## src/rtl/iddmm_issue.sv

```systemverilog
// ---------------------------------------------------------------------------
// iddmm_issue
// Operand sequencer for the iddmm_cal word pipeline. For each outer iteration
// i it reads the x/y/p/a word RAMs and issues one gap-free burst of N+1
// words (j_cnt = 0..N). It then waits for the pipeline's N write-backs of a
// before the next iteration starts, so that a is never read before it is
// written.
//
// Ports
//   clk, rst              clock, asynchronous active-high reset
//   start                 one-cycle pulse, accepted only while idle
//   busy, done, err       status: busy during a run, done pulse at the end,
//                         sticky error on an out-of-order write-back
//   x/y/p/a_rd_addr       RAM read addresses (1-cycle synchronous RAMs)
//   x/y/p/a_rd_data       RAM read data
//   j_cnt, x, y, p, a     operand stream to iddmm_cal
//   wr_a_en, wr_a_addr    snooped a-RAM write-back from iddmm_cal
// ---------------------------------------------------------------------------
module iddmm_issue #(
  parameter int K      = 128,
  parameter int N      = 32,
  parameter int ADDR_W = $clog2(N)
) (
  input  logic              clk,
  input  logic              rst,
  input  logic              start,
  output logic              busy,
  output logic              done,
  output logic              err,
  output logic [ADDR_W-1:0] x_rd_addr,
  input  logic [K-1:0]      x_rd_data,
  output logic [ADDR_W-1:0] y_rd_addr,
  input  logic [K-1:0]      y_rd_data,
  output logic [ADDR_W-1:0] p_rd_addr,
  input  logic [K-1:0]      p_rd_data,
  output logic [ADDR_W-1:0] a_rd_addr,
  input  logic [K-1:0]      a_rd_data,
  output logic [ADDR_W:0]   j_cnt,
  output logic [K-1:0]      x,
  output logic [K-1:0]      y,
  output logic [K-1:0]      p,
  output logic [K-1:0]      a,
  input  logic              wr_a_en,
  input  logic [ADDR_W-1:0] wr_a_addr
);

  typedef enum logic [2:0] {
    S_IDLE,
    S_PREFETCH,
    S_ISSUE,
    S_WAIT,
    S_DONE
  } state_t;

  localparam logic [ADDR_W:0]   J_LAST  = (ADDR_W+1)'(N);
  localparam logic [ADDR_W:0]   WB_LAST = (ADDR_W+1)'(N-1);
  localparam logic [ADDR_W-1:0] I_LAST  = ADDR_W'(N-1);

  state_t            state;
  logic [ADDR_W-1:0] i;
  logic [ADDR_W:0]   wb;
  logic [ADDR_W-1:0] rd_addr;
  logic              wb_hit;
  logic              wb_full;
  logic              issuing;
  logic              last_word;

  // Write-backs are only meaningful while a burst is in flight.
  assign wb_hit  = wr_a_en && (state == S_ISSUE || state == S_WAIT);
  // Leave WAIT on the same edge that counts the N-th write-back, so the
  // next burst starts two cycles after the last wr_a_en.
  assign wb_full = (wb == J_LAST) || (wb_hit && wb == WB_LAST);

  always_ff @(posedge clk or posedge rst) begin
    if (rst) begin
      state   <= S_IDLE;
      i       <= '0;
      wb      <= '0;
      rd_addr <= '0;
      j_cnt   <= '0;
      busy    <= 1'b0;
      done    <= 1'b0;
      err     <= 1'b0;
    end else begin
      done <= 1'b0;
      if (wb_hit) begin
        wb <= wb + (ADDR_W+1)'(1);
        if ({1'b0, wr_a_addr} != wb) err <= 1'b1;
      end
      case (state)
        S_IDLE: begin
          if (start) begin
            state   <= S_PREFETCH;
            busy    <= 1'b1;
            err     <= 1'b0;
            i       <= '0;
            wb      <= '0;
            rd_addr <= '0;
          end
        end
        S_PREFETCH: begin
          // Word 0 is being read now; the next address goes out with j_cnt=0.
          state   <= S_ISSUE;
          j_cnt   <= '0;
          rd_addr <= ADDR_W'(1);
        end
        S_ISSUE: begin
          if (j_cnt == J_LAST) begin
            state <= S_WAIT;
            j_cnt <= '0;
          end else begin
            j_cnt <= j_cnt + (ADDR_W+1)'(1);
          end
          rd_addr <= rd_addr + ADDR_W'(1);
        end
        S_WAIT: begin
          if (wb_full) begin
            wb      <= '0;
            rd_addr <= '0;
            if (i == I_LAST) begin
              state <= S_DONE;
              busy  <= 1'b0;
              done  <= 1'b1;
              i     <= '0;
            end else begin
              state <= S_PREFETCH;
              i     <= i + ADDR_W'(1);
            end
          end
        end
        S_DONE: state <= S_IDLE;
        default: state <= S_IDLE;
      endcase
    end
  end

  assign issuing   = (state == S_ISSUE);
  assign last_word = (j_cnt == J_LAST);

  assign x_rd_addr = i;
  assign y_rd_addr = rd_addr;
  assign p_rd_addr = rd_addr;
  assign a_rd_addr = rd_addr;

  // The extra word at j_cnt=N flushes the pipeline with zero operands; a is
  // forced to zero on the first iteration so the a RAM needs no pre-clear.
  assign x = issuing ? x_rd_data : '0;
  assign y = (issuing && !last_word) ? y_rd_data : '0;
  assign p = (issuing && !last_word) ? p_rd_data : '0;
  assign a = (issuing && !last_word && i != '0) ? a_rd_data : '0;

endmodule

```

## config.mk

```make
export PLATFORM = sky130hd
export DESIGN_NAME = iddmm_issue
export DESIGN_NICKNAME = d
export VERILOG_FILES = /design/src/rtl/iddmm_issue.sv
export SDC_FILE = /design/constraint.sdc
export NUM_CORES = 1
export LEC_CHECK = 0
export BUFFER_PORTS_ARGS = -buffer_cell sky130_fd_sc_hd__buf_2
export CAP_MARGIN = 15
export CORE_AREA = 2 2 418 420
export CTS_BUF_LIST = sky130_fd_sc_hd__clkbuf_8
export DETAILED_ROUTE_END_ITERATION = 6
export DIE_AREA = 0 0 420 422
export PLACE_DENSITY_LB_ADDON = 0.08
export SLEW_MARGIN = 20
export SYNTH_ARGS = -nofsm -noshare
export SYNTH_HDL_FRONTEND = slang
export SYNTH_SLANG_ARGS = --single-unit
```

## constraint.sdc

```tcl
create_clock -name clk -period 2.3 [get_ports clk]
set_input_delay 0.23 -clock clk [delete_from_list [all_inputs] [get_ports clk]]
set_output_delay 0.23 -clock clk [all_outputs]
set_load 0.005 [all_outputs]
```

======== Word level (Yosys, flattened, before mapping) ========
Index checks and enable logic that the tools add are counted.
storage, ports and cells
  logic and storage cells ................. 72
  output and inout port bits .............. 541
  bits of input ports ..................... 521
  bits in registers ....................... 28
cells by class
  equality and inequality tests ........... 12
  add/subtract/negate cells ............... 4
  reduce and logical (&&, ||, !) cells .... 16
  multiplexer cells ....................... 32
operators by type and width
  operator                                                                  count
  128-bit 2-to-1 mux                                                        4
  6-bit 2-to-1 mux                                                          4
  6-bit case mux with 2 select lines                                        2
  5-bit 2-to-1 mux                                                          4
  5-bit case mux with 4 select lines                                        1
  6-bit by 1-bit adder with 6-bit output (second input constant)            2
  6-bit == test (second input constant)                                     2
  3-bit 2-to-1 mux                                                          4
  3-bit case mux with 4 select lines                                        1
  5-bit by 1-bit adder with 5-bit output (second input constant)            2
  1-bit 2-to-1 mux                                                          10
  5-bit case mux with 2 select lines                                        1
  3-bit AND reduction                                                       3
  3-bit by 2-bit == test with 1-bit output (second input constant)          2
  6-bit by 5-bit == test with 1-bit output (second input constant)          1
  5-bit by 6-bit inequality test with 1-bit output                          1
  5-bit == test (second input constant)                                     1
  5-bit nonzero test                                                        1
  1-bit logical AND                                                         4
  2-bit by 1-bit inequality test with 1-bit output (second input constant)  2
  2-bit inequality test (second input constant)                             2
  4-bit AND reduction                                                       1
  2-bit nonzero test                                                        2
  4-bit nonzero test                                                        1
  5 further kinds                                                           6

======== Depth between registers and ports, before layout ========
  depth in word-level cells ............... 7
  mapped depth ............................ 8

======== Least setup slack after synthesis ========
Ideal clock, no wire load.
  path type ............................... reg2out
  start ................................... reg j_cnt[0]
  end ..................................... out p[0]
  data required time ...................... 2070 ps
  arrival time ............................ 1521 ps
  slack ................................... 549 ps
  buffers on the path ..................... 3
  stages on the path, launching flop included .. 9
  cell sequence ........................... dfrtp_1 > inv_1 > ha_1 > nand4bb_1 > o21a_1 > buf_2 > buf_4 > clkbuf_2 > and2_1
between the ends
  word-level cells in the longest chain between the ends .. 4
RTL lines
  element                   RTL line  source
  start: declaration        38        output logic [ADDR_W:0] j_cnt,
  start signal: assignment  112       j_cnt <= j_cnt + (ADDR_W+1)'(1);
  6-bit == test             138       assign last_word = (j_cnt == J_LAST);
  1-bit logical NOT         149       assign p = (issuing && !last_word) ? p_rd_data : '0;
  1-bit logical AND         149
  128-bit 2-to-1 mux        149
  end: declaration          41        output logic [K-1:0] p,
No other way between the ends.

======== Final worst setup path ========
  start ................................... reg j_cnt[1]
  end ..................................... reg j_cnt[1]
between the ends
  word-level cells in the longest chain between the ends .. 3
  elaborated cells between the ends (all ways) .. 4
  classes of those cells .................. add/sub: 1; eq/ne: 1; mux: 2
RTL lines
  element                                                                         RTL line  source
  6-bit by 1-bit adder with 6-bit output / 6-bit == test (equally long branches)  112, 108
  6-bit 2-to-1 mux *                                                              108       if (j_cnt == J_LAST) begin
  6-bit case mux with 2 select lines *                                            90        case (state)
Mark *: on every way between the ends. The rest lies on a longest branch, timed or not.
A chain may end at the register's enable or synchronous reset.

==> flow_metrics.env <==
export IMPL_clkSlewWorstSetupHoldPaths_ns=0.12
export IMPL_nFillCells=20500
export IMPL_drtAntennaViolNets=0
export IMPL_timing_rr_start="j_cnt[1]"
export IMPL_leakage_uw=0.00822
export IMPL_r2r_slack_ns=-0.08
export IMPL_syn2layout_area_growth_pct=201
export IMPL_p_comb_frac=0.788
export IMPL_drive_above_1_share=0.688
export IMPL_clockPowerShare=0.065
export IMPL_fin_ws_ns=-0.0839
export IMPL_clk_latency_ns=0.30
export IMPL_fin_crit_sh=1.04
export IMPL_synth_edff_count=0
export IMPL_synth_async_reset_ratio=1.00
export IMPL_vias=9119
export IMPL_synth_seq_cells=28
export IMPL_first_global_vias=9025
export IMPL_finalWirelength_um=69000
export IMPL_nNetsFinal=2367
export IMPL_r2r_end="j_cnt[1]"
export IMPL_endpoint_kind="register"
export IMPL_cpMostUsedCell="buf_4"
export IMPL_slowest_stage="dfrtp_1"
export IMPL_drc=0
export IMPL_synth_distinct_cells=43
export IMPL_synth_top_area_frac=0.631
export IMPL_cpPeakStageDelay_ns=0.39
export IMPL_critPathBufInv=16
export IMPL_setup_violations=127
export IMPL_fin_crit_ns=2.38
export IMPL_crit_type="reg -> reg"
export IMPL_setup_worst_path_start="j_cnt[1]"
export IMPL_die_w_um=420
export IMPL_finalHoldViolations=0
export IMPL_viasPerCell=2.18
export IMPL_h_tree_depth=1
export IMPL_crit_arrival_ns=2.62
export IMPL_die_h_um=422
export IMPL_grt_remaining_overflow=0
export IMPL_synth_warnings=0
export IMPL_clockBufferDepth=2
export IMPL_critPathTopFamily="buffers and inverters"
export IMPL_netSwitchingFraction=0.437
export IMPL_portBuffers=1061
export IMPL_post_drt_wl_per_cell_um=16.5
export IMPL_start_kind="register"
export IMPL_antenna_found_initial=18
export IMPL_drtIter0Drc=191
export IMPL_p_sw_uw=2380
export IMPL_rows=153
export IMPL_power_uw=5440
export IMPL_yosys_top_cells_area="and2_1 (63%), dfrtp_1 (14%), clkbuf_2 (3.0%), ha_1 (2.0%), buf_4 (1.9%)"
export IMPL_cts_sinks=28
export IMPL_ir_worst_vdd_uv=222
export IMPL_cts_buffers=3
export IMPL_place_gp_congestion=0.788
export IMPL_clockRootBuffer="clkbuf_8"
export IMPL_rsz0062_at_grt="true"
export IMPL_required_ns=2.54
export IMPL_grt_max_degree=58
export IMPL_syn_inst=744
export IMPL_p_int_uw=3060
export IMPL_synth_area_um2=5120
export IMPL_cts_tree="built"
export IMPL_track_usage=0.0668
export IMPL_status="complete, but fails checks"
export IMPL_crit_fanout=2
export IMPL_seq_power_share=0.147
export IMPL_core_area_um2=173000
export IMPL_max_slew_worst_pin_slew_ns=0.457
export IMPL_violations="setup timing"
export IMPL_power_density_nw_per_um2=354
export IMPL_hold_path_class="in -> async"
export IMPL_timing_slew_headroom=0.696
export IMPL_synth_top_area_cell="and2_1"
export IMPL_start_util=0.0296
export IMPL_max_cap_viol_count=0
export IMPL_fmax_ghz=0.419
export IMPL_grt_pass1_wl_um=81200
export IMPL_slew_violations=0
export IMPL_whs_ns=0.00601
export IMPL_clock_skew_ns=0.00604
export IMPL_ios=1062
export IMPL_ys_flop_type="dfrtp_1"
export IMPL_path_cells="inv_2 > buf_4 > buf_4 > buf_4 > buf_4 > buf_4 > buf_4 > buf_4 > buf_4 > buf_4 > buf_4 > buf_4 > buf_4 > buf_4 > buf_4 > buf_4 > o21ai_2"
export IMPL_reg2reg_depth=17
export IMPL_firstDrtPassIters=4
export IMPL_fp_dieArea_um2=177000
export IMPL_synthesis_nets=1273
export IMPL_utilization=0.0890
export IMPL_place_hpwl_um=57600
export IMPL_syn_avg_cell_area_um2=6.88
export IMPL_seq_area_frac_synth=0.137
what timing repair did:
action / 4_1_cts / 5_1_grt
gates cloned: 4 / 20
hold buffers: 0 / 0
pin swaps: 2 / 73
setup buffers: 22 / 12
resized for setup: 36 / 209
setup endpoints to repair: 385 / 442
stage by stage:
step | cell area [um2] | std cells | setup WS, ns | TNS (ns)
6_report | 15400 | 4177 | -0.0839 | -3.99
5_1_grt | 15400 | 4168 | -0.191 | -51.70
4_1_cts | 13900 | 4131 | -0.131 | -26.90
3_5_place_dp | 13400 | 4101 | 0.111 | 0
3_3_place_gp | 13400 | 4101 | 0.142 | 0
2_1_floorplan | 5120 | 744 | 0.549 | 0
state kept, by name (all words and copies together) (netlist names):
register   count
a_rd_addr      5
busy           1
done           1
err            1
j_cnt          6
state          3
wb             6
x_rd_addr      5
cells in the mapped netlist, types with 2 or more instances:
library cell / n
a21oi_1: 5
nand2_1: 16
a31oi_1: 3
and2_1: 516
buf_4: 13
buf_2: 6
and3_1: 5
o211ai_1: 2
clkbuf_2: 31
nor2_1: 14
xor2_1: 8
inv_1: 10
mux2_2: 2
mux2i_1: 2
ha_1: 8
o21ai_0: 15
nor3_1: 2
xnor2_1: 2
nand3_1: 10
dfrtp_1: 28
nor4_1: 2
nand4_1: 2
nand2b_1: 4
clkbuf_1: 19
cell usage in the layout (no fill, tap or decap), types with 15 or more instances in the layout:
| master | count |
|---|---|
| diode_2 | 15 |
| nand2_1 | 16 |
| buf_2 | 963 |
| clkbuf_16 | 16 |
| and2_4 | 86 |
| buf_4 | 51 |
| and2_1 | 429 |
| buf_6 | 100 |
| dfrtp_1 | 28 |
cells by family after synthesis:
logic type,after synthesis,share of synthesized area
adders and majority gates,8,0.0196
buffers and inverters,80,0.0787
DFF,28,0.137
xor gates and xnor gates,10,0.0171
AOI/OAI and AO/OA,34,0.0411
and+or+nand+nor,580,0.698
muxes,4,0.00831
layout make-up:
cell class / count / area, um2 / share of cell area
sequential: 28 / 701 / 0.0456
timing repair buffer: 1159 / 7350 / 0.478
inverter: 10 / 37.5 / 0.00244
tap: 2325 / 2910 / 0.189
antenna: 15 / 37.5 / 0.00244
clock buffer: 4 / 55.1 / 0.00358
multi-input combinational: 636 / 4280 / 0.279
power by group through the flow:
| stage | registers [uW] | clock network (uW) | logic, uW |
|---|---|---|---|
| finish | 797 | 354 | 4290 |
| global route | 834 | 400 | 4710 |
| CTS | 831 | 396 | 3750 |
| detailed placement | 840 | 0 | 3400 |
| global placement | 845 | 0 | 3490 |
| floorplan | 758 | 0 | 1370 |
worst min-delay path: stages:
cell	delay, ns
buf_2	0.10
inv_1	0.04
buf_4	0.37
worst max path at each step:
stage	slack, ns	cells past startpoint	end
2_1_floorplan	0.55	8	p[0]
3_3_place_gp	0.14	7	y[105]
3_5_place_dp	0.11	7	y[105]
4_1_cts	-0.13	7	y[75]
5_1_grt	-0.19	8	p[63]
6_report	-0.08	17	j_cnt[1]
routing by layer:
metal | wire, um | up-vias | global-route usage
met2 | 36200 | 467 | 0.129
li1 | - | 4467 | -
met5 | 41 | - | 0
met4 | 1110 | 6 | 0.0112
met1 | 27000 | 4148 | 0.0743
met3 | 4600 | 31 | 0.0148
No activity file was read; power rests on OpenSTA's default activity.
